===== src/rtl/time_oper_sched_pkg.sv =====
// Shared constants and types for the time-of-day sequencer.
// Opcodes, day length, FSM state encoding and grant-source type.
package time_pkg;

    localparam logic [2:0] OP_RESET = 3'd1;
    localparam logic [2:0] OP_DEC   = 3'd2;
    localparam logic [2:0] OP_ADD   = 3'd4;

    localparam int DAY_LEN = 86400;

    typedef enum logic [1:0] {
        IDLE = 2'd0,
        EXEC = 2'd1,
        WRAP = 2'd2
    } state_e;

    typedef enum logic {
        SRC_TICK = 1'b0,
        SRC_OPER = 1'b1
    } grant_src_e;

endpackage


===== src/rtl/time_oper_sched_if.sv =====
// Operation/tick/time bundle between the button driver, the sequencer and the display path.
// master drives operations and ticks; slave is the sequencer.
interface time_oper_sched_if #(
    parameter int time_buff_size = 18,
    parameter int oper_l         = 3
);
    logic [time_buff_size+oper_l-1:0] OPER;
    logic                             OPER_VALID;
    logic                             OPER_READY;
    logic                             TICK;
    logic [time_buff_size-1:0]        TIME;
    logic                             BUSY;
    logic                             DONE;
    logic                             ERR;
    logic                             TICK_LOST;

    modport master (
        output OPER, OPER_VALID, TICK,
        input  OPER_READY, TIME, BUSY, DONE, ERR, TICK_LOST
    );

    modport slave (
        input  OPER, OPER_VALID, TICK,
        output OPER_READY, TIME, BUSY, DONE, ERR, TICK_LOST
    );
endinterface


===== src/rtl/time_oper_sched_fifo.sv =====
// Synchronous operation queue with push/pop, full/empty flags and async active-low reset.
// DEPTH must be a power of two, at least 2.
module oper_fifo #(
    parameter int WIDTH = 21,
    parameter int DEPTH = 4
) (
    input  logic             clk_i,
    input  logic             rst_n_i,
    input  logic             push_i,
    input  logic [WIDTH-1:0] din_i,
    input  logic             pop_i,
    output logic [WIDTH-1:0] dout_o,
    output logic             full_o,
    output logic             empty_o
);
    localparam int AW = $clog2(DEPTH);

    logic [WIDTH-1:0] mem_q [DEPTH];
    logic [AW-1:0]    wr_q, rd_q;
    logic [AW:0]      cnt_q;
    logic             do_push, do_pop;

    assign full_o  = (cnt_q == (AW+1)'(DEPTH));
    assign empty_o = (cnt_q == '0);
    assign do_push = push_i && !full_o;
    assign do_pop  = pop_i && !empty_o;
    assign dout_o  = mem_q[rd_q];

    always_ff @(posedge clk_i) begin
        if (do_push) mem_q[wr_q] <= din_i;
    end

    always_ff @(posedge clk_i or negedge rst_n_i) begin
        if (!rst_n_i) begin
            wr_q  <= '0;
            rd_q  <= '0;
            cnt_q <= '0;
        end else begin
            if (do_push) wr_q <= wr_q + AW'(1);
            if (do_pop)  rd_q <= rd_q + AW'(1);
            cnt_q <= cnt_q + (AW+1)'(do_push) - (AW+1)'(do_pop);
        end
    end
endmodule


===== src/rtl/time_oper_sched.sv =====
// Time-of-day sequencer: queues operation words, arbitrates them against the 1 Hz tick
// and applies each as a two-step modulo-day update. TIME_SCHED_FIFO_EN selects the deep queue.
//
//   state | meaning
//   IDLE  | pick queue head or pending tick (alternate on conflict), latch it
//   EXEC  | form 19-bit raw result, flag illegal ops
//   WRAP  | fold raw back into 0..day_len-1, commit TIME, pulse DONE or ERR
module time_oper_sched
    import time_pkg::*;
#(
    parameter int time_buff_size = 18,
    parameter int oper_l         = 3,
    parameter int day_len        = DAY_LEN,
    parameter int fifo_depth     = 4
) (
    input logic               CLK,
    input logic               RST_N,
    time_oper_sched_if.slave  bus
);
    localparam int TW = time_buff_size;
    localparam int OW = time_buff_size + oper_l;
    localparam int RW = time_buff_size + 1;
    localparam logic [RW-1:0] DAY = RW'(day_len);

    logic [OW-1:0] head;
    logic          q_full, q_empty, push, pop;

    assign push           = bus.OPER_VALID && !q_full;
    assign bus.OPER_READY = !q_full;

`ifdef TIME_SCHED_FIFO_EN
    oper_fifo #(
        .WIDTH (OW),
        .DEPTH (fifo_depth)
    ) u_oper_fifo (
        .clk_i   (CLK),
        .rst_n_i (RST_N),
        .push_i  (push),
        .din_i   (bus.OPER),
        .pop_i   (pop),
        .dout_o  (head),
        .full_o  (q_full),
        .empty_o (q_empty)
    );
`else
    // Single holding register; ready is derived from its one-entry occupancy count.
    localparam int CW = $clog2(fifo_depth) + 1;
    logic [OW-1:0] hold_q;
    logic          hold_vld_q;
    logic [CW-1:0] q_cnt;

    assign q_cnt   = CW'(hold_vld_q);
    assign q_full  = (q_cnt == CW'(1));
    assign q_empty = (q_cnt == '0);
    assign head    = hold_q;

    always_ff @(posedge CLK or negedge RST_N) begin
        if (!RST_N) begin
            hold_q     <= '0;
            hold_vld_q <= 1'b0;
        end else if (push) begin
            hold_q     <= bus.OPER;
            hold_vld_q <= 1'b1;
        end else if (pop) begin
            hold_vld_q <= 1'b0;
        end
    end
`endif

    state_e            state_q, state_d;
    grant_src_e        last_q, last_d;
    logic [oper_l-1:0] code_q, code_d;
    logic [TW-1:0]     val_q, val_d;
    logic [RW-1:0]     raw_q, raw_d;
    logic              illegal_q, illegal_d;
    logic [TW-1:0]     time_q, time_d;
    logic [1:0]        tcnt_q, tcnt_d;
    logic              done_q, done_d, err_q, err_d, lost_q, lost_d;
    logic              grant_op, grant_tick, val_oor;

    always_comb begin
        grant_op   = 1'b0;
        grant_tick = 1'b0;
        if (state_q == IDLE) begin
            if (!q_empty && tcnt_q != 2'd0) begin
                if (last_q == SRC_OPER) grant_tick = 1'b1;
                else                    grant_op   = 1'b1;
            end else if (!q_empty) begin
                grant_op = 1'b1;
            end else if (tcnt_q != 2'd0) begin
                grant_tick = 1'b1;
            end
        end
    end

    assign pop     = grant_op;
    assign val_oor = ({1'b0, val_q} >= DAY);

    // A tick that arrives while its predecessor is being granted just replaces it.
    always_comb begin
        tcnt_d = tcnt_q;
        lost_d = 1'b0;
        if (bus.TICK && !grant_tick) begin
            if (tcnt_q == 2'd3) lost_d = 1'b1;
            else                tcnt_d = tcnt_q + 2'd1;
        end else if (!bus.TICK && grant_tick) begin
            tcnt_d = tcnt_q - 2'd1;
        end
    end

    always_comb begin
        state_d   = state_q;
        last_d    = last_q;
        code_d    = code_q;
        val_d     = val_q;
        raw_d     = raw_q;
        illegal_d = illegal_q;
        time_d    = time_q;
        done_d    = 1'b0;
        err_d     = 1'b0;
        case (state_q)
            IDLE: begin
                if (grant_op) begin
                    code_d  = head[oper_l-1:0];
                    val_d   = head[OW-1:oper_l];
                    last_d  = SRC_OPER;
                    state_d = EXEC;
                end else if (grant_tick) begin
                    code_d  = oper_l'(OP_ADD);
                    val_d   = TW'(1);
                    last_d  = SRC_TICK;
                    state_d = EXEC;
                end
            end
            EXEC: begin
                illegal_d = 1'b0;
                raw_d     = '0;
                case (code_q)
                    oper_l'(OP_RESET): raw_d = '0;
                    oper_l'(OP_ADD): begin
                        raw_d     = {1'b0, time_q} + {1'b0, val_q};
                        illegal_d = val_oor;
                    end
                    oper_l'(OP_DEC): begin
                        raw_d     = {1'b0, time_q} - {1'b0, val_q};
                        illegal_d = val_oor;
                    end
                    default: illegal_d = 1'b1;
                endcase
                state_d = WRAP;
            end
            WRAP: begin
                if (illegal_q) begin
                    err_d = 1'b1;
                end else begin
                    done_d = 1'b1;
                    if (code_q == oper_l'(OP_ADD) && raw_q >= DAY)
                        time_d = TW'(raw_q - DAY);
                    else if (code_q == oper_l'(OP_DEC) && raw_q[RW-1])
                        time_d = TW'(raw_q + DAY);
                    else
                        time_d = raw_q[TW-1:0];
                end
                state_d = IDLE;
            end
            default: state_d = IDLE;
        endcase
    end

    always_ff @(posedge CLK or negedge RST_N) begin
        if (!RST_N) begin
            state_q   <= IDLE;
            last_q    <= SRC_TICK;
            code_q    <= '0;
            val_q     <= '0;
            raw_q     <= '0;
            illegal_q <= 1'b0;
            time_q    <= '0;
            tcnt_q    <= 2'd0;
            done_q    <= 1'b0;
            err_q     <= 1'b0;
            lost_q    <= 1'b0;
        end else begin
            state_q   <= state_d;
            last_q    <= last_d;
            code_q    <= code_d;
            val_q     <= val_d;
            raw_q     <= raw_d;
            illegal_q <= illegal_d;
            time_q    <= time_d;
            tcnt_q    <= tcnt_d;
            done_q    <= done_d;
            err_q     <= err_d;
            lost_q    <= lost_d;
        end
    end

    assign bus.TIME      = time_q;
    assign bus.BUSY      = (state_q != IDLE);
    assign bus.DONE      = done_q;
    assign bus.ERR       = err_q;
    assign bus.TICK_LOST = lost_q;
endmodule


===== src/flat_wrapper.sv =====
// flat-port wrapper written by rule: the top's interface ports become plain ports
module time_oper_sched_flat import time_pkg::*;
#(
    parameter int time_buff_size = 18,
    parameter int oper_l         = 3,
    parameter int day_len        = DAY_LEN,
    parameter int fifo_depth     = 4
)
  (CLK, RST_N, bus_OPER, bus_OPER_VALID, bus_TICK, bus_OPER_READY, bus_TIME, bus_BUSY, bus_DONE, bus_ERR, bus_TICK_LOST);
  time_oper_sched_if #(.time_buff_size(time_buff_size), .oper_l(oper_l)) bus_i ();
  input logic CLK;
  input logic RST_N;
  input wire logic [$bits(bus_i.OPER)-1:0] bus_OPER;
  input wire logic [$bits(bus_i.OPER_VALID)-1:0] bus_OPER_VALID;
  input wire logic [$bits(bus_i.TICK)-1:0] bus_TICK;
  output wire logic [$bits(bus_i.OPER_READY)-1:0] bus_OPER_READY;
  output wire logic [$bits(bus_i.TIME)-1:0] bus_TIME;
  output wire logic [$bits(bus_i.BUSY)-1:0] bus_BUSY;
  output wire logic [$bits(bus_i.DONE)-1:0] bus_DONE;
  output wire logic [$bits(bus_i.ERR)-1:0] bus_ERR;
  output wire logic [$bits(bus_i.TICK_LOST)-1:0] bus_TICK_LOST;
  assign bus_i.OPER = bus_OPER;
  assign bus_i.OPER_VALID = bus_OPER_VALID;
  assign bus_i.TICK = bus_TICK;
  assign bus_OPER_READY = bus_i.OPER_READY;
  assign bus_TIME = bus_i.TIME;
  assign bus_BUSY = bus_i.BUSY;
  assign bus_DONE = bus_i.DONE;
  assign bus_ERR = bus_i.ERR;
  assign bus_TICK_LOST = bus_i.TICK_LOST;
  time_oper_sched #(.time_buff_size(time_buff_size), .oper_l(oper_l), .day_len(day_len), .fifo_depth(fifo_depth)) u_core (.CLK(CLK), .RST_N(RST_N), .bus(bus_i));
endmodule

===== config.mk =====
export PLATFORM = sky130hd
export DESIGN_NAME = time_oper_sched_flat
export DESIGN_NICKNAME = d
export VERILOG_FILES = /design/src/rtl/time_oper_sched_pkg.sv /design/src/rtl/time_oper_sched_if.sv /design/src/rtl/time_oper_sched_fifo.sv /design/src/rtl/time_oper_sched.sv /design/src/flat_wrapper.sv
export SDC_FILE = /design/constraint.sdc
export NUM_CORES = 1
export LEC_CHECK = 0
export ABC_AREA = 1
export CAP_MARGIN = 0
export CORE_UTILIZATION = 53
export CTS_CLUSTER_DIAMETER = 120
export CTS_CLUSTER_SIZE = 24
export DETAILED_ROUTE_END_ITERATION = 10
export GPL_TIMING_DRIVEN = 0
export PLACE_DENSITY_LB_ADDON = 0.25
export SYNTH_ARGS = -nofsm -noshare
export SYNTH_HDL_FRONTEND = slang
export SYNTH_SLANG_ARGS = --single-unit

===== constraint.sdc =====
create_clock -name CLK -period 2.63 [get_ports CLK]
set_input_delay 0.526 -clock CLK [delete_from_list [all_inputs] [get_ports CLK]]
set_output_delay 0.526 -clock CLK [all_outputs]
set_load 0.05 [all_outputs]

==> reports/qor.yml <==
cts_tree: "built"
die_y_um: 105.1
die_x_um: 105.1
finalHoldViolCount: 0
numCtsBuffers: 9
required_ns: 2.89
area_growth_pct: 26.61
start_kind: "flip-flop"
cp.arrival_ns: 3.05
holdWs_ns: 0.06420
fin_ws_ns: -0.1588
ys_ff_latch: 89
slew_violations: 0
cts.sinks: 89
end_kind: "flip-flop"
drtIter0Drc: 353
drive_gt1_frac: 0.2176
worst_pin_slew_ns: 0.6349
post-route-min-period_ns: 2.789
yosysWarnings: 0
p_leak_nw: 3.521
skew_ns: 0.01257
clkTransAtPathRegs_ns: 0.09
drc: 0
io_pins: 48
grt_first_pass_wirelength_um: 24500
rr_endpoint: "u_core.raw_q[17]"
worst-path-max-fanout: 4
critical_path_class: "flip-flop to flip-flop"
r2r_cells: 19
grt_pass1_vias: 5004
fp-row-count: 37
h-tree-depth: 3
combPwrFrac: 0.649
power_switching_mw: 4.737
io_buffer_count: 47
path_cells: "inv_2 -> ha_4 -> inv_4 -> nor3_4 -> nand2_2 -> nor2_4 -> nand2_2 -> o21ai_2 -> xor2_1 -> ha_1 -> buf_4 -> nand2_4 -> o21bai_4 -> nor2b_4 -> nor2_4 -> nand2_1 -> nand2_1 -> nand3_2 -> nand2_1"
gr-usage-all-layers: 0.2832
hold_class: "input pin to asynchronous set/reset pin"
relSlewSlack: 0.5744
post-route-util: 0.6914
yosysUniqueCellTypes: 42
post_dp_cell_area_sq_um: 6304
p_seq_frac: 0.256
cp_common_cell: "nand2_1"
drtAntennaViolNets: 0
start_util: 0.5461
synth_area_leader_cell: "dfrtp_1"
instances_no_fill: 977
diodes: 0
peakVddDrop_mv: 0.9046
vias: 5266
ctsHoldBuffers: 0
ys_seq_area_frac: 0.3950
wl_per_cell_um: 15.77
synthTopCellsByArea: "dfrtp_1 (40%), nand2_1 (13%), inv_1 (6.8%)"
antenna_found_initial: 0
fin_area_sq_um: 7138
r2r_start: "u_core.val_q[1]"
clk-insertion-delay-late_ns: 0.38
tns_ns: -0.9145
coreArea_sq_um: 10320
clockBufferDepth: 2
place_congestion: 0.9780
final_nets: 883
post-route-period-util: 1.060
slowest_stage: "dfrtp_1"
r2r_slack_ns: -0.16
via_per_inst: 5.390
p_per_area_nw_per_um2: 1299
synth_top_area_frac: 0.3950
setup_viol: 9
grt_max_degree: 65
violations: "setup timing"
drt-pass1-iter-count: 5
syn_area_sq_um: 5638
max_cap_viol_count: 0
p_int_mw: 4.537
overflow: 0
die-area_sq_um: 11050
syn_area_per_cell_sq_um: 7.458
drt-total-wl_um: 15410
power_mw: 9.274
cts_root_buf: "clkbuf_8"
outcome: "finished with violations"
cp_slowest_stage_delay_ns: 0.39
clockPowerShare: 0.095
dp.cells: 940
syn_inst: 756
synth_nets: 803
post-dp-hpwl_um: 11240
fmax_mhz: 358.6
pre_cts_ws_ns: -0.3818
netSwitchingFraction: 0.5107
rsz0062_at_grt: "true"
[registers in the layout, summed over array words and instances, names as in the netlist]
| signal | count |
|---|---|
| u_core.bus.DONE | 1 |
| u_core.bus.ERR | 1 |
| u_core.bus.TICK_LOST | 1 |
| u_core.bus.TIME | 18 |
| u_core.code_q | 3 |
| u_core.head | 21 |
| u_core.hold_vld_q | 1 |
| u_core.illegal_q | 1 |
| u_core.last_q | 1 |
| u_core.raw_q | 19 |
| u_core.state_q | 2 |
| u_core.tcnt_q | 2 |
| u_core.val_q | 18 |
[worst max-delay path by stage]
stage	start	end	slack, ns	cells past startpoint
detailed placement	u_core.val_q[0]	u_core.raw_q[17]	-0.38	18
global placement	RST_N	u_core.head[8]	-2.12	1
CTS	u_core.val_q[0]	u_core.raw_q[17]	-0.15	18
global route	u_core.val_q[0]	u_core.raw_q[17]	-0.31	19
finish	u_core.val_q[1]	u_core.raw_q[17]	-0.16	19
floorplan	u_core.val_q[0]	u_core.raw_q[17]	0.13	18
[worst max-delay path, delay by kind of cell (launching register included)]
| family | cells | cell delay [ns] |
|---|---|---|
| compound gates | 2 | 0.35 |
| simple gates | 11 | 1.08 |
| flops | 1 | 0.39 |
| fa+ha+maj | 2 | 0.49 |
| xor+xnor | 1 | 0.10 |
| buf+inv | 3 | 0.28 |
[metal layers]
layer	vias up	GRT usage	wire length (um)
met5	-	0	0
met3	40	0.03431	753
met1	2471	0.3618	6490
li1	2575	-	-
met4	0	0.1217	645
met2	180	0.4839	7515
[cell type report]
cell class | count | area [sq um]
timing repair buffer | 69 | 664.4
fill | 872 | 3186
buffer | 21 | 180.2
clock inverter | 7 | 55.05
sequential | 89 | 2227
inverter | 109 | 411.6
clock buffer | 9 | 123.9
tap | 136 | 170.2
multi-input combinational | 537 | 3306
[synthesized netlist by cell type (all sizes together)]
library cell,count
nor2,66
o22ai,18
a21oi,44
ha,21
fa,1
a21o,2
nand3b,2
or2,4
o21ai,61
nand4,1
mux2,10
xor2,26
inv,108
o31ai,2
nor3,9
o21bai,3
nor2b,1
xnor2,2
dfrtp,89
a21boi,1
clkbuf,10
buf,11
nand2,202
nand3,58
o211ai,2
clkinv,1
a22oi,1
[cell families (layout without fill, tap and decap cells)]
| logic type | Yosys count | count (layout) | synth area share |
|---|---|---|---|
| and+or+nand+nor | 343 | 343 | 0.2574 |
| AOI/OAI and AO/OA | 134 | 134 | 0.1305 |
| buffers and inverters | 130 | 215 | 0.1034 |
| DFF | 89 | 89 | 0.3950 |
| xor gates and xnor gates | 28 | 28 | 0.04350 |
| adders and majority gates | 22 | 22 | 0.05016 |
| muxes | 10 | 10 | 0.01997 |
[cell usage in the layout, fill, tap and decap left out, types with 3 or more instances in the layout]
cell,count
nor2_1,52
mux2_2,10
nand3_1,44
o21ai_0,44
ha_2,3
nor2_4,5
o21ai_2,6
nand2_1,178
xor2_1,25
clkbuf_1,4
o21ai_1,10
nor3_1,4
nand2_4,4
nand3_2,11
nor3_2,4
o22ai_1,18
ha_4,9
inv_1,91
clkdlybuf4s50_1,46
nor2_2,9
a21oi_1,29
nand2_2,20
a21oi_2,13
buf_4,21
ha_1,9
nand3_4,3
clkbuf_8,14
buf_2,4
buf_6,8
inv_2,16
dfrtp_1,89
[power by group through the flow]
stage / logic [mW] / clock network (mW) / registers [mW]
floorplan: 3.17 / 0 / 2.67
global placement: 4.75 / 0 / 2.33
detailed placement: 4.83 / 0 / 2.35
CTS: 5.18 / 0.893 / 2.34
global route: 6.56 / 0.951 / 2.43
finish: 6.02 / 0.880 / 2.37
[repair_timing]
item                       4_1_cts  5_1_grt
resized for setup               40       95
buffers inserted                10       11
pin swaps                       18       39
setup endpoints to repair       11       14
Note: power is estimated with default switching activity, not from simulation.
